**src/rtl/sc_stream_decoder.sv**
```systemverilog
// Stochastic-to-binary stream decoder: counts ones over a window of 2^N-1 valid
// bits and publishes the count on data_out with a one-cycle done pulse.
//
// state | meaning
// IDLE  | waiting for start; stream inputs ignored
// COUNT | accumulating ones over the current window
module sc_stream_decoder #(
    parameter int N = 8
) (
    input  logic         clk,
    input  logic         rst,
    input  logic         start,
    input  logic         continuous,
    input  logic         bit_in,
    input  logic         bit_valid,
    output logic [N-1:0] data_out,
    output logic         done,
    output logic         busy
);

    typedef enum logic {
        IDLE  = 1'b0,
        COUNT = 1'b1
    } state_t;

    // Index of the final valid bit in a window (WIN-1 = 2^N-2).
    localparam logic [N-1:0] LAST_IDX = {{(N-1){1'b1}}, 1'b0};
    localparam logic [N-1:0] ONE      = {{(N-1){1'b0}}, 1'b1};

    state_t       state;
    state_t       state_nxt;
    logic [N-1:0] ones_cnt;
    logic [N-1:0] ones_nxt;
    logic [N-1:0] sample_cnt;
    logic [N-1:0] sample_nxt;
    logic [N-1:0] data_nxt;
    logic [N-1:0] bit_ext;
    logic         done_nxt;
    logic         last_bit;

    assign bit_ext  = {{(N-1){1'b0}}, bit_in};
    assign last_bit = (state == COUNT) && bit_valid && (sample_cnt == LAST_IDX);

    always_ff @(posedge clk or negedge rst) begin
        if (!rst) begin
            state      <= IDLE;
            ones_cnt   <= '0;
            sample_cnt <= '0;
            data_out   <= '0;
            done       <= 1'b0;
        end else begin
            state      <= state_nxt;
            ones_cnt   <= ones_nxt;
            sample_cnt <= sample_nxt;
            data_out   <= data_nxt;
            done       <= done_nxt;
        end
    end

    always_comb begin
        state_nxt  = state;
        ones_nxt   = ones_cnt;
        sample_nxt = sample_cnt;
        data_nxt   = data_out;
        done_nxt   = 1'b0;
        case (state)
            IDLE: begin
                if (start) begin
                    state_nxt  = COUNT;
                    ones_nxt   = '0;
                    sample_nxt = '0;
                end
            end
            COUNT: begin
                if (last_bit) begin
                    // Completion wins over start; start only decides whether we keep counting.
                    data_nxt   = ones_cnt + bit_ext;
                    done_nxt   = 1'b1;
                    ones_nxt   = '0;
                    sample_nxt = '0;
                    if (!continuous && !start) begin
                        state_nxt = IDLE;
                    end
                end else if (start) begin
                    ones_nxt   = '0;
                    sample_nxt = '0;
                end else if (bit_valid) begin
                    ones_nxt   = ones_cnt + bit_ext;
                    sample_nxt = sample_cnt + ONE;
                end
            end
            default: begin
                state_nxt = IDLE;
            end
        endcase
    end

    assign busy = (state == COUNT);

endmodule

```
**config.mk**
```make
export PLATFORM = sky130hd
export DESIGN_NAME = sc_stream_decoder
export DESIGN_NICKNAME = d
export VERILOG_FILES = /design/src/rtl/sc_stream_decoder.sv
export SDC_FILE = /design/constraint.sdc
export NUM_CORES = 1
export LEC_CHECK = 0
export ABC_AREA = 1
export CORE_AREA = 8 8 67 69
export CTS_CLUSTER_SIZE = 24
export DETAILED_ROUTE_END_ITERATION = 12
export DIE_AREA = 0 0 75 77
export PLACE_DENSITY_LB_ADDON = 0.12
export SYNTH_ARGS = -nofsm -noshare
export SYNTH_HDL_FRONTEND = slang
export SYNTH_SLANG_ARGS = --single-unit
```
**constraint.sdc**
```tcl
create_clock -name clk -period 1.5 [get_ports clk]
set_clock_uncertainty 0.1 [all_clocks]
set_input_delay 0.3 -clock clk [delete_from_list [all_inputs] [get_ports clk]]
set_output_delay 0.3 -clock clk [all_outputs]
set_load 0.01 [all_outputs]
```
==> flow_summary.json, run 1 <==
{
  "outcome": "complete, no violations",
  "cts-buffers-inserted": 3,
  "min_path_type": "input pin to async pin",
  "synth_xor_area_frac": 0.03205,
  "yosysUniqueCellTypes": 20,
  "area_delta_synth_final_pct": 26.74,
  "wirelength_microns": 2761,
  "max_freq_ghz": 0.6965,
  "max_slew_margin": 0.8216,
  "cts_sinks": 26,
  "die_area_sq_mm": 0.005775,
  "grt_use_total": 0.1023,
  "grt_max_degree": 27,
  "synth_fp_nets": 183,
  "crit_chain": "dlygate4sd2_1",
  "cts.clk_slew.worst_paths_ns": 0.15,
  "ys.warnings.count": 0,
  "start_util": 0.3908,
  "seq_area_frac_synth": 0.4762,
  "design.core.area_sq_mm": 0.003496,
  "final_max_slew_viol_count": 0,
  "crit_arrival_ns": 1.04,
  "die_y_microns": 77,
  "synth_top_area_frac": 0.4762,
  "seq_area_sq_um": 650.6,
  "firstDrtPassIters": 4,
  "ios": 16,
  "synth_compound_area_frac": 0.05586,
  "swShare": 0.2179,
  "cts_tree": "built",
  "die_x_microns": 75,
  "leakage_nw": 0.9190,
  "crit_buf_inv": 1,
  "grt_overflow": 0,
  "powerDensity_mw_per_mm2": 753.6,
  "worstSetupPathType": "flip-flop to output pin",
  "combPwrFrac": 0.075,
  "place_hpwl_microns": 1996,
  "vias_per_cell": 4.610,
  "rows": 22,
  "cp_top_family": "flip-flops",
  "period_minus_slack_ns": 1.436,
  "post-route-period-util": 0.9571,
  "intPower_mw": 1.021,
  "drv_cap": 0,
  "fin_tns_setup_ns": 0,
  "end_kind": "output pin",
  "route.detailed.drc": 0,
  "synthesis.area_sq_mm": 0.001366,
  "synth_top_family_by_area": "simple AND/OR/NAND/NOR gates",
  "cpMaxStageDelayCell": "dfrtp_1",
  "synth-adder-area-share": 0.03663,
  "critical_path.max_stage_delay_ns": 0.42,
  "drive_gt1_frac": 0.1717,
  "multiInputGateArea_sq_um": 665.6,
  "detail-route-antenna-nets": 0,
  "drt_iter0_drc": 69,
  "antennaDiodeCount": 0,
  "cts_hold_buf": 0,
  "wl_per_cell_microns": 11.22,
  "hold_viol": 0,
  "p_switching_uw": 284.4,
  "htreeDepth": 1,
  "synthSimpleGateAreaFrac": 0.3443,
  "fin_nets": 209,
  "yosys_register_bits": 26,
  "p_clk_frac": 0.375,
  "clock_path_buffers": 2,
  "synthCells": 173,
  "synth_top_cell_by_area": "dfrtp_1",
  "grt_pass1_vias": 1073,
  "io_buffers": 15,
  "synth_area_leaders": "dfrtp_1, nand2_1, ha_1",
  "clk_latency_ns": 0.32,
  "pwr-share-seq": 0.550,
  "avgSynthCellArea_sq_um": 7.898,
  "antenna_found_initial": 0,
  "post-route-util": 0.4953,
  "grt_pass1_wl_microns": 4754,
  "ir_drop_uv": 385.7,
  "finalSetupViolCount": 0,
  "place_congestion": 0.7671,
  "worst_slew_pin_slew_ns": 0.2670,
  "cts-root-buf": "clkbuf_4",
  "synth.area.mux_share": 0,
  "cp-start-kind": "flip-flop",
  "via_count": 1134,
  "cp_data_required_time_ns": 1.10,
  "fillers": 356,
  "cp_max_fo": 2
}
Yosys cell counts, drive strengths merged:
cell type	n
a21oi	2
buf	2
dfrtp	26
ha	4
inv	15
nand2	87
nand3	7
nand3b	4
nor2	9
nor3	1
o21ai	11
xnor2	2
xor2	3
layout make-up:
type | count | area share
Clock buffer | 3 | 0.01301
Tap cell | 48 | 0.03468
Multi-Input combinational cell | 130 | 0.3844
Inverter | 15 | 0.03613
Sequential cell | 26 | 0.3757
Timing Repair Buffer | 23 | 0.1387
Clock inverter | 1 | 0.01734
repair_timing:
action,in CTS,in global routing
gates cloned,0,1
pin swaps,0,1
resized for setup,10,9
setup buffers,1,0
endpoints found under the setup margin,10,22
cells by family (layout without fill, tap and decap cells):
| family | count (synthesis) | after routing |
|---|---|---|
| fa+ha+maj | 4 | 4 |
| buf+inv | 17 | 42 |
| flops | 26 | 26 |
| xor+xnor | 5 | 5 |
| compound gates | 13 | 13 |
| simple gates | 108 | 108 |
power by group through the flow:
stage	combinational [mW]	sequential [mW]	clock [mW]
6_report	0.0985	0.718	0.489
2_1_floorplan	0.0398	0.730	0
3_5_place_dp	0.0951	0.730	0
4_1_cts	0.0963	0.718	0.504
3_3_place_gp	0.0935	0.730	0
5_1_grt	0.112	0.720	0.530
flip-flops by register name (all words and copies together), names as in the netlist:
register and count:
sample_cnt 8, busy 1, ones_cnt 8, done 1, data_out 8
worst paths after layout:
kind	depth (start not counted)	slack, ns	start	end
min in group clk	2	0.39	data_out[7]	data_out[7]
max	1	0.06	data_out[1]	data_out[1]
max reg2reg	7	0.09	sample_cnt[1]	data_out[1]
min reg2reg	2	0.39	data_out[7]	data_out[7]
max in group asynchronous	2	0.94	rst	busy
min	2	0.21	rst	ones_cnt[4]
through the flow:
| step | instance area (sq um) | setup slack, ns | total power [mW] | std cells | hold WS [ns] |
|---|---|---|---|---|---|
| after floorplan | 1366 | 0.1828 | 0.7701 | 173 | -0.09559 |
| after global placement | 1628 | -0.2651 | 0.8232 | 240 | 0.3636 |
| after detailed placement | 1628 | -0.2894 | 0.8255 | 240 | 0.3689 |
| after CTS | 1675 | 0.03485 | 1.317 | 245 | 0.2038 |
| after global routing | 1732 | -0.002863 | 1.362 | 246 | 0.1944 |
| final | 1732 | 0.06434 | 1.305 | 246 | 0.2074 |
routing by layer:
| metal | part of all wire | vias to the layer above | GRT usage |
|---|---|---|---|
| met5 | 0 | - | 0 |
| met4 | 0.013 | 0 | 0.03137 |
| met3 | 0.071 | 4 | 0.02731 |
| met2 | 0.44 | 28 | 0.1548 |
| met1 | 0.48 | 518 | 0.1356 |
| li1 | - | 584 | - |
cell usage in the layout (no fill, tap or decap):
master	netlist	final
nor2_1	6	5
o21ai_1	0	1
bufinv_16	0	1
o21ai_2	3	3
buf_12	0	2
nand3_2	1	3
nand2_4	0	2
nor2_4	1	1
clkbuf_4	0	3
a21oi_1	2	2
inv_1	13	12
xor2_1	3	3
buf_4	1	5
nand2_2	7	5
nand3b_1	4	4
clkdlybuf4s50_1	0	5
ha_2	0	1
nor2_2	2	3
xnor2_1	2	2
inv_4	0	1
clkbuf_16	0	1
o21ai_0	8	7
nor3_2	1	1
inv_2	2	1
dfrtp_1	26	26
nand2_1	80	80
clkinvlp_4	0	1
dlygate4sd2_1	0	10
ha_1	4	3
nand3_1	6	4
(Power assumes the default switching activity.)
==> run 2: changes to the inputs <==
--- a/config.mk
+++ b/config.mk
@@ -14,3 +14,4 @@
 export SYNTH_ARGS = -nofsm -noshare
 export SYNTH_HDL_FRONTEND = slang
 export SYNTH_SLANG_ARGS = --single-unit
+export TNS_END_PERCENT = 1
==> flow_summary.json, run 2 (synthesis results as in run 1) <==
{
  "wl_per_cell_microns": 11.13,
  "grt_overflow": 0,
  "io_buffers": 15,
  "leakage_nw": 0.8891,
  "place_hpwl_microns": 1996,
  "area_delta_synth_final_pct": 24.54,
  "hold_viol": 0,
  "cts.clk_slew.worst_paths_ns": 0.15,
  "clock_path_buffers": 2,
  "fin_tns_setup_ns": 0,
  "grt_use_met2": 0.1548,
  "rsz0062_at_grt": "yes",
  "wirelength_microns": 2727,
  "cts_tree": "built",
  "ios": 16,
  "drive_gt1_frac": 0.1675,
  "antenna_found_initial": 0,
  "firstDrtPassIters": 4,
  "die_area_sq_mm": 0.005775,
  "reg_top3": "data_out x8, ones_cnt x8, sample_cnt x8",
  "cp-start-kind": "flip-flop",
  "crit_chain": "dlygate4sd2_1",
  "crit_buf_inv": 1,
  "antennaDiodeCount": 0,
  "busiest_layer": "met2",
  "die_y_microns": 77,
  "drv_cap": 0,
  "drt_iter0_drc": 67,
  "end_kind": "output pin",
  "cts_sinks": 26,
  "worst_slew_pin_slew_ns": 0.2618,
  "route.detailed.drc": 0,
  "met3_usage": 0.02731,
  "grt_use_total": 0.1023,
  "vias_per_cell": 4.588,
  "worstSetupPathDepth": 1,
  "ir_drop_uv": 385.0,
  "cpMaxStageDelayCell": "dfrtp_1",
  "fin_nets": 208,
  "max_freq_ghz": 0.6976,
  "cp_data_required_time_ns": 1.10,
  "rows": 22,
  "cts-root-buf": "clkbuf_4",
  "min_path_type": "input pin to async pin",
  "final_max_slew_viol_count": 0,
  "cp_top_family": "flip-flops",
  "max_slew_margin": 0.8251,
  "htreeDepth": 1,
  "finalSetupViolCount": 0,
  "place_congestion": 0.7671,
  "start_util": 0.3908,
  "r2r_cells": 7,
  "outcome": "complete, no violations",
  "final_cell_mix": "nand2_1, dfrtp_1, inv_1, dlygate4sd2_1, o21ai_0",
  "worstSetupPathType": "flip-flop to output pin",
  "period_minus_slack_ns": 1.434,
  "via_count": 1124,
  "design.core.area_sq_mm": 0.003496,
  "clk_latency_ns": 0.32,
  "fillers": 359,
  "die_x_microns": 75,
  "cts-buffers-inserted": 3,
  "grt_pass1_wl_microns": 4754,
  "crit_arrival_ns": 1.03,
  "powerDensity_mw_per_mm2": 765.4,
  "grt_pass1_vias": 1073,
  "use_met1": 0.1356,
  "critical_path.max_stage_delay_ns": 0.42,
  "cp_max_fo": 2,
  "post-route-util": 0.4868,
  "grt_max_degree": 27,
  "final_common_cell": "nand2_1",
  "post-route-period-util": 0.9557,
  "detail-route-antenna-nets": 0
}
==> run 2: final cells by class <==
class | count | area (sq um) | share of cell area
Sequential cell | 26 | 650.6 | 0.3824
Inverter | 15 | 62.56 | 0.03676
Multi-Input combinational cell | 130 | 660.6 | 0.3882
Clock buffer | 3 | 22.52 | 0.01324
Clock inverter | 1 | 30.03 | 0.01765
Timing Repair Buffer | 22 | 215.2 | 0.1265
Tap cell | 48 | 60.06 | 0.03529
==> run 2: through the flow <==
step | cell area [sq um] | setup WS [ns] | std cells | total power [mW] | hold slack [ns]
6_report | 1702 | 0.06648 | 245 | 1.302 | 0.2101
3_3_place_gp | 1628 | -0.2651 | 240 | 0.8232 | 0.3636
4_1_cts | 1675 | 0.03485 | 245 | 1.317 | 0.2038
3_5_place_dp | 1628 | -0.2894 | 240 | 0.8255 | 0.3689
2_1_floorplan | 1366 | 0.1828 | 173 | 0.7701 | -0.09559
5_1_grt | 1702 | -0.01833 | 245 | 1.363 | 0.1936
==> run 2: power breakdown <==
part           total, mW  internal, mW  leakage, nW  switching (mW)
Clock              0.486         0.270       0.0279           0.216
Combinational     0.0984        0.0408        0.505          0.0576
Sequential         0.718         0.710        0.356         0.00794
==> run 2: worst paths after layout <==
path / from / slack [ns] / to
worst max register to register: sample_cnt[1] / 0.09 / data_out[0]
min in group clk: data_out[7] / 0.39 / data_out[7]
worst min-delay path: rst / 0.21 / ones_cnt[4]
max in group asynchronous: rst / 0.94 / busy
worst max-delay path: data_out[1] / 0.07 / data_out[1]
worst min register to register: data_out[7] / 0.39 / data_out[7]
==> run 2: worst reg2reg max path, delay by kind of cell (launching register included) <==
family	cells	cell delay [ns]
flops	1	0.44
simple gates	4	0.36
fa+ha+maj	1	0.22
buf+inv	1	0.17
compound gates	1	0.05
==> run 2: timing repair <==
action                                  CTS  global route
endpoints found under the hold margin     0             0
setup buffers                             1             0
pin swaps                                 0             0
endpoints found under the setup margin   10            22
gates resized for setup                  10             8
hold buffers                              0             0
==> run 2: metal layers <==
| metal | vias up | share of wire | routed length [microns] |
|---|---|---|---|
| li1 | 580 | - | - |
| met4 | 0 | 0.013 | 35 |
| met2 | 18 | 0.45 | 1227 |
| met1 | 522 | 0.49 | 1327 |
| met3 | 4 | 0.050 | 136 |
| met5 | - | 0 | 0 |
==> run 3: changes to the inputs <==
--- a/config.mk
+++ b/config.mk
@@ -6,11 +6,12 @@
 export NUM_CORES = 1
 export LEC_CHECK = 0
 export ABC_AREA = 1
-export CORE_AREA = 8 8 67 69
+export CORE_AREA = 8 8 65 67
 export CTS_CLUSTER_SIZE = 24
 export DETAILED_ROUTE_END_ITERATION = 12
-export DIE_AREA = 0 0 75 77
+export DIE_AREA = 0 0 73 75
 export PLACE_DENSITY_LB_ADDON = 0.12
+export SLEW_MARGIN = 20
 export SYNTH_ARGS = -nofsm -noshare
 export SYNTH_HDL_FRONTEND = slang
 export SYNTH_SLANG_ARGS = --single-unit
==> flow_summary.json, run 3 (synthesis results as in run 1) <==
{
  "worstSetupPathType": "flip-flop to output pin",
  "final_max_slew_viol_count": 0,
  "wl_per_cell_microns": 11.13,
  "vias_per_cell": 4.761,
  "die_area_sq_mm": 0.005475,
  "final_cell_area_sq_mm": 0.001692,
  "r2r-start": "sample_cnt[0]",
  "antenna_found_initial": 0,
  "detail-route-antenna-nets": 0,
  "rows": 21,
  "cp_max_fo": 2,
  "worstSetupPathDepth": 1,
  "post-route-period-util": 0.9487,
  "worst_slew_pin_slew_ns": 0.2676,
  "drv_cap": 0,
  "area_delta_synth_final_pct": 23.81,
  "io_buffers": 15,
  "end_kind": "output pin",
  "ir_drop_uv": 424.2,
  "ios": 16,
  "die_x_microns": 73,
  "final_common_cell": "nand2_1",
  "via_count": 1157,
  "cts-buffers-inserted": 3,
  "wirelength_microns": 2704,
  "drt_iter0_drc": 56,
  "grt_pass1_wl_microns": 4788,
  "place_hpwl_microns": 2038,
  "cts_sinks": 26,
  "cp_top_family": "flip-flops",
  "design.core.area_sq_mm": 0.003232,
  "grt_overflow": 0,
  "place_congestion": 0.7746,
  "period_minus_slack_ns": 1.423,
  "cp_data_required_time_ns": 1.10,
  "drive_gt1_frac": 0.1574,
  "cts-root-buf": "clkbuf_4",
  "grt_max_degree": 27,
  "clock_path_buffers": 2,
  "final_cell_mix": "nand2_1, dfrtp_1, inv_1, dlygate4sd2_1, o21ai_0",
  "rsz0062_at_grt": "yes",
  "cts.clk_slew.worst_paths_ns": 0.15,
  "route.detailed.drc": 0,
  "powerDensity_mw_per_mm2": 770.5,
  "stdcell_count": 243,
  "grt_use_total": 0.1090,
  "post_dp_cell_area_sq_mm": 0.001625,
  "die_y_microns": 75,
  "grt_pass1_vias": 1086,
  "crit_buf_inv": 1,
  "antennaDiodeCount": 0,
  "htreeDepth": 1,
  "leakage_nw": 0.8890,
  "cp-startpoint": "data_out[2]",
  "finalSetupViolCount": 0,
  "crit_chain": "dlygate4sd2_1",
  "fin_nets": 208,
  "max_freq_ghz": 0.7027,
  "crit_arrival_ns": 1.02,
  "start_util": 0.4228,
  "firstDrtPassIters": 4,
  "cpMaxStageDelayCell": "dfrtp_1",
  "outcome": "complete, no violations",
  "r2r_cells": 9,
  "max_slew_margin": 0.8213,
  "p_total_mw": 1.303,
  "reg_top3": "data_out x8, ones_cnt x8, sample_cnt x8",
  "cts_hold_buf": 0,
  "clk_latency_ns": 0.32,
  "cp-start-kind": "flip-flop",
  "hold_viol": 0,
  "holdWs_ns": 0.2038,
  "min_path_type": "input pin to async pin",
  "critical_path.max_stage_delay_ns": 0.41,
  "dp_cells": 238,
  "cts_tree": "built"
}
==> run 3: cell counts in the layout (fill, tap and decap cells not counted) <==
No cell type changed its count.
==> run 3: worst paths after layout <==
check | endpoint | slack, ns
min in group clk | data_out[3] | 0.39
max in group asynchronous | ones_cnt[2] | 0.94
worst max-delay path | data_out[2] | 0.08
worst min-delay path | sample_cnt[5] | 0.20
worst min register to register | data_out[3] | 0.39
worst max register to register | data_out[3] | 0.09
==> run 3: area by class of cell <==
| class | instances | area (sq um) |
|---|---|---|
| Fill cell | 328 | 1540 |
| Multi-Input combinational cell | 130 | 653.1 |
| Sequential cell | 26 | 650.6 |
| Timing Repair Buffer | 22 | 215.2 |
| Inverter | 15 | 62.56 |
| Tap cell | 46 | 57.56 |
| Clock inverter | 1 | 30.03 |
| Clock buffer | 3 | 22.52 |
==> run 3: stage by stage <==
step | setup slack, ns | utilization | TNS (ns)
after global placement | -0.2340 | 0.5029 | -3.648
after CTS | 0.04626 | 0.5176 | 0
after floorplan | 0.1828 | - | 0
final | 0.07691 | 0.5234 | 0
after detailed placement | -0.2857 | 0.5029 | -4.464
after global routing | -0.009163 | 0.5234 | -0.01696
==> run 3: where the power goes <==
| group | total, mW | switching, mW | leakage (nW) | internal [mW] |
|---|---|---|---|---|
| clock | 0.490 | 0.220 | 0.0279 | 0.270 |
| sequential | 0.717 | 0.00759 | 0.356 | 0.710 |
| combinational | 0.0963 | 0.0561 | 0.505 | 0.0402 |
==> run 3: repair_timing <==
| item | CTS | global route |
|---|---|---|
| setup endpoints to repair | 10 | 12 |
| pin swaps | 0 | 0 |
| buffers inserted | 1 | 0 |
| resized for setup | 10 | 6 |
| endpoints found under the hold margin | 0 | 0 |
| gates cloned | 0 | 0 |
==> run 3: layer usage <==
metal	routed length, microns	global-route usage	vias up	part of all wire
met5	0	0	-	0
met4	34	0.04000	0	0.013
met2	1213	0.1768	17	0.45
met1	1352	0.1412	552	0.50
met3	105	0.01997	4	0.039
li1	-	-	584	-
